==> src/rtl/sync_fifo_flags.sv <==
// Single-clock FIFO with optional first-word-fall-through output, programmable
// almost-full/almost-empty thresholds, occupancy count and sticky error flags.
module sync_fifo_flags #(
  parameter int unsigned FIFO_DEPTH = 64,
  parameter int unsigned FIFO_WIDTH = 32,
  parameter int unsigned FWFT       = 0,
  parameter int unsigned AF_LEVEL   = FIFO_DEPTH - 4,
  parameter int unsigned AE_LEVEL   = 4,
  localparam int unsigned AW        = $clog2(FIFO_DEPTH)
) (
  input  logic                  clk,
  input  logic                  rst,
  input  logic                  wen,
  input  logic [FIFO_WIDTH-1:0] din,
  input  logic                  ren,
  output logic [FIFO_WIDTH-1:0] dout,
  output logic                  dvalid,
  output logic                  full,
  output logic                  empty,
  output logic                  almost_full,
  output logic                  almost_empty,
  output logic [AW:0]           count,
  input  logic                  err_clr,
  output logic                  overflow,
  output logic                  underflow
);

  localparam logic [AW:0] DepthCnt = (AW+1)'(FIFO_DEPTH);
  localparam logic [AW:0] AfCnt    = (AW+1)'(AF_LEVEL);
  localparam logic [AW:0] AeCnt    = (AW+1)'(AE_LEVEL);

  logic [FIFO_WIDTH-1:0] mem [FIFO_DEPTH];

  logic [AW-1:0] wr_ptr_q, rd_ptr_q;
  logic [AW:0]   count_q, count_d;
  logic          full_q, empty_q, af_q, ae_q;
  logic          overflow_q, overflow_d, underflow_q, underflow_d;
  logic          wr_acc, rd_acc;

  // Accepts use the registered pre-edge flags, so a write into an empty FIFO
  // can never be read back in the same cycle.
  assign wr_acc = wen & ~full_q;
  assign rd_acc = ren & ~empty_q;

  always_comb begin
    count_d     = count_q + (AW+1)'(wr_acc) - (AW+1)'(rd_acc);
    overflow_d  = (overflow_q & ~err_clr) | (wen & full_q);
    underflow_d = (underflow_q & ~err_clr) | (ren & empty_q);
  end

  always_ff @(posedge clk) begin
    if (rst) begin
      wr_ptr_q    <= '0;
      rd_ptr_q    <= '0;
      count_q     <= '0;
      full_q      <= 1'b0;
      empty_q     <= 1'b1;
      af_q        <= 1'b0;
      ae_q        <= 1'b1;
      overflow_q  <= 1'b0;
      underflow_q <= 1'b0;
    end else begin
      if (wr_acc) wr_ptr_q <= wr_ptr_q + 1'b1;
      if (rd_acc) rd_ptr_q <= rd_ptr_q + 1'b1;
      count_q     <= count_d;
      full_q      <= (count_d == DepthCnt);
      empty_q     <= (count_d == '0);
      af_q        <= (count_d >= AfCnt);
      ae_q        <= (count_d <= AeCnt);
      overflow_q  <= overflow_d;
      underflow_q <= underflow_d;
    end
  end

  // Storage is deliberately not reset.
  always_ff @(posedge clk) begin
    if (!rst && wr_acc) mem[wr_ptr_q] <= din;
  end

  if (FWFT != 0) begin : gen_fwft
    // Gated so dout reads 0 rather than stale storage while empty.
    assign dout   = empty_q ? '0 : mem[rd_ptr_q];
    assign dvalid = ~empty_q;
  end else begin : gen_std
    logic [FIFO_WIDTH-1:0] dout_q;
    logic                  dvalid_q;

    always_ff @(posedge clk) begin
      if (rst) begin
        dout_q   <= '0;
        dvalid_q <= 1'b0;
      end else begin
        dvalid_q <= rd_acc;
        if (rd_acc) dout_q <= mem[rd_ptr_q];
      end
    end

    assign dout   = dout_q;
    assign dvalid = dvalid_q;
  end

  assign full         = full_q;
  assign empty        = empty_q;
  assign almost_full  = af_q;
  assign almost_empty = ae_q;
  assign count        = count_q;
  assign overflow     = overflow_q;
  assign underflow    = underflow_q;

endmodule

==> config.mk <==
export PLATFORM = sky130hd
export DESIGN_NAME = sync_fifo_flags
export DESIGN_NICKNAME = d
export VERILOG_FILES = /design/src/rtl/sync_fifo_flags.sv
export SDC_FILE = /design/constraint.sdc
export NUM_CORES = 2
export LEC_CHECK = 0
export CELL_PAD_IN_SITES_DETAIL_PLACEMENT = 1
export CELL_PAD_IN_SITES_GLOBAL_PLACEMENT = 2
export CORE_MARGIN = 4
export CORE_UTILIZATION = 45
export DETAILED_ROUTE_END_ITERATION = 8
export PLACE_DENSITY = 0.71
export SLEW_MARGIN = 0
export SYNTH_ARGS = -nofsm -noshare
export SYNTH_HDL_FRONTEND = slang
export SYNTH_SLANG_ARGS = --single-unit
==> constraint.sdc <==
create_clock -name clk -period 6.8 [get_ports clk]
set_input_delay 1.36 -clock clk [delete_from_list [all_inputs] [get_ports clk]]
set_output_delay 1.36 -clock clk [all_outputs]
set_load 0.02 [all_outputs]
==> reports/qor.txt <==
Cell variety after synth -> 53
Count leader, synth -> edfxtp_1
Post-Syn Area -> 80380 um^2
Clock-pin slew on the worst setup and hold paths -> 60 ps
Ys async rst share -> 0%
Critical path class -> in -> reg
XOR/XNOR Fraction of Synth Area -> 0.1634%
Clock skew -> 33.24 ps
CTS hold repair buffers -> 0
CTS Buffer Depth -> 3
GP Congestion -> 0.8365
Reg2reg start -> rd_ptr_q[1]$_SDFFE_PP0P_
Critical path arrival -> 4980 ps
Worst-Skew Late Latency -> 850 ps
CP Capture Type -> flop
R2r endpoint -> dout[12]$_SDFFE_PP0P_
DIE HEIGHT -> 430.6 um
TritonCTS clock tree -> yes
Cell Pwr Density -> 309.3 nW/um^2
Critical path required time -> 7280 ps
CTS root buf -> clkbuf_16
Post-synthesis mux area share -> 15.96%
Largest net degree at the start of global routing -> 113
Total gr overflow -> 0
Mean instance size in the synthesized netlist -> 22.14 um^2
Area share of the largest cell type after synthesis -> 76.51%
Detailed-route via count -> 39030
WL/cell -> 35.71 um
CTS Buf Count -> 212
CP Launch Type -> primary input
#FFs+latches synth -> 2106
Total GRT Usage -> 24.53%
Pins Over Slew Limit -> 0
CTS sink cnt -> 2106
Hold Crit Class -> reg -> reg
Rel. slew slack -> 18.08%
Mapped Nets -> 3677
First-pass GRT wire length -> 319400 um
HP Start -> overflow$_SDFF_PP0_
Buf/Inv on CP -> 4
Hold Violations, Final -> 0
Mapped Cells -> 3630
EDFF count, synth -> 2048
RSZ-0062 raised after global routing -> false
Critical-path cell list -> clkdlybuf4s50_1 -> nor2b_1 -> inv_1 -> nor3_1 -> nand2_1 -> buf_4 -> nor2_4 -> buf_4
Number of max-cap violations -> 0
Antenna violations before repair -> 17
Cell taking the most area after synthesis -> edfxtp_1
Crit share post-route -> 66.14%
Fin Setup TNS -> 0 ps
Peak VDD IR -> 0.2420 mV
Die X-Extent -> 430.6 um
CP peak stage delay -> 750 ps
Worst Hold Endpoint -> overflow$_SDFF_PP0_
Dominant synthesized flop cell -> edfxtp_1
Area Overhead vs Synth -> 13.54%
DRC Markers -> 0
CP max FO -> 32
Final WL -> 226600 um
Commonest cells in the synthesized netlist -> edfxtp_1 (2048), mux4_2 (469), mux2i_1 (215)
Synth warnings -> 0
Worst-Margin Slew -> 1229 ps
Adder-cell share of the synthesized area -> 0.1650%
Num ports -> 83
Initial DRC Count -> 5383
Final Net Count -> 3872
Layout cells sized above 1 -> 25.11%
Status -> completed
Cts repair resizes -> 0
Final antenna-violating net count -> 0
Main combinational cell family by area after synthesis -> multiplexers
Seq/Total Area, Yosys -> 77.96%
Worst hold path depth -> 2
Cell family with most CP delay -> simple AND/OR/NAND/NOR gates
CP max stage cell -> nor3_1
Finished Cell Area -> 91260 um^2
Hpwl dp -> 134400 um
Pleak -> 27.42 nW
Fmax -> 0.2223 GHz
Vias in the first global route -> 39820
Die footprint -> 185400 um^2
Port Buffer Count -> 82
Post-place instance area -> 84330 um^2
Final setup violation count -> 0
H-Tree Depth -> 4
Initial Util -> 45.44%
Synth Area in Compound Gates -> 2.782%
Cells on worst reg2reg path -> 7
Postcts setup bufs -> 0
1st-pass router iterations -> 5
Simple-gate share of the synthesized area -> 1.459%
Core area -> 176900 um^2
DR vias/cell -> 6.152
# rows -> 154
R2R setup slack -> 2920 ps
Synth area leaders -> edfxtp_1 (77%), mux4_2 (13%), mux2i_1 (2.7%), dfxtp_1 (1.4%), a22oi_1 (0.58%)
Min Tclk post-route -> 4498 ps
Most used cell, CP -> buf_4
-- worst register-to-register path: stages, from the launching register on --
cell      delay [ps]
dfxtp_4          580
buf_4            490
buf_4            730
mux4_2           470
a211oi_1         470
o21ai_0          470
nand3_1          430
nand3_1          120
-- kinds of logic (layout without fill, tap and decap cells) --
logic type | count (synthesis) | after routing
and+or+nand+nor | 257 | 257
muxes | 694 | 694
xor gates and xnor gates | 15 | 15
other | 0 | 7
AOI/OAI and AO/OA | 329 | 329
DFF | 2106 | 2106
adders and majority gates | 10 | 10
buffers and inverters | 219 | 587
-- stage by stage --
step	util [%]	hold WS [ps]	cells	power, W	worst slack [ps]
6_report	51.59	500.6	6345	0.02823	2302
5_1_grt	51.58	542.6	6338	0.02913	2247
4_1_cts	51.58	509.4	6338	0.02846	2287
3_5_place_dp	47.67	493.6	5951	0.01689	1392
3_3_place_gp	47.67	486.1	5951	0.01687	1411
2_1_floorplan	-	535.5	3630	0.01597	1358
-- worst max path at each step --
stage / from / end / slack, ps / depth (start not counted)
after global placement: wen / mem[18][22]$_DFFE_PP_ / 1410 / 8
after global routing: wen / mem[18][18]$_DFFE_PP_ / 2250 / 8
after floorplan: wen / mem[47][0]$_DFFE_PP_ / 1360 / 4
after detailed placement: wen / mem[18][22]$_DFFE_PP_ / 1390 / 8
after CTS: wen / mem[18][22]$_DFFE_PP_ / 2290 / 8
final: wen / mem[18][17]$_DFFE_PP_ / 2300 / 8
-- layout by cell type, fill, tap and decap left out, types with 9 or more instances in the layout --
| master | Yosys | routed |
|---|---|---|
| bufinv_16 | 0 | 24 |
| edfxtp_1 | 2048 | 2048 |
| clkbuf_1 | 80 | 29 |
| xor2_1 | 9 | 9 |
| buf_4 | 36 | 121 |
| mux2_2 | 10 | 10 |
| dfxtp_1 | 58 | 53 |
| a211oi_1 | 23 | 23 |
| o21ai_1 | 10 | 10 |
| inv_1 | 13 | 13 |
| nor2_4 | 0 | 63 |
| ha_1 | 9 | 9 |
| clkinv_1 | 0 | 52 |
| nand3_1 | 41 | 40 |
| mux2i_1 | 215 | 215 |
| a21oi_1 | 74 | 74 |
| clkinv_2 | 0 | 41 |
| o21ai_0 | 40 | 40 |
| nor2_1 | 91 | 27 |
| o22ai_1 | 28 | 28 |
| o211ai_1 | 9 | 9 |
| nor2b_1 | 24 | 21 |
| clkdlybuf4s50_1 | 0 | 50 |
| nand2_1 | 66 | 66 |
| o221ai_1 | 40 | 40 |
| a22oi_1 | 62 | 62 |
| clkbuf_16 | 0 | 213 |
| mux4_2 | 469 | 469 |
| buf_12 | 2 | 10 |
-- routing by layer --
layer / vias up / GRT usage, % / share of wire, %
li1: 15740 / - / -
met1: 21210 / 35.39 / 41
met2: 1769 / 38.60 / 48
met3: 308 / 4.303 / 8.1
met4: 4 / 7.633 / 3.2
met5: - / 0 / 0.011
-- where the power goes --
group / switching [W] / total (W) / internal, W
combinational: 0.00129 / 0.00216 / 0.000866
clock: 0.00495 / 0.0116 / 0.00669
sequential: 0.000109 / 0.0144 / 0.0143
-- final cells by class --
cell class	count	area, um^2
Antenna cell	7	17.52
Clock buffer	246	5494
Clock inverter	141	1424
Fill cell	15430	85620
Inverter	13	48.80
Multi-Input combinational cell	1305	17030
Sequential cell	2106	62680
Tap cell	2340	2928
Timing Repair Buffer	187	1639
-- registers in the layout (all words and copies together) (netlist names) --
name          cells
full              1
count             7
almost_empty      1
dvalid            1
wr_ptr_q          6
mem            2048
empty             1
overflow          1
rd_ptr_q          6
underflow         1
almost_full       1
dout             32
Note: power is estimated with default switching activity, not from simulation.
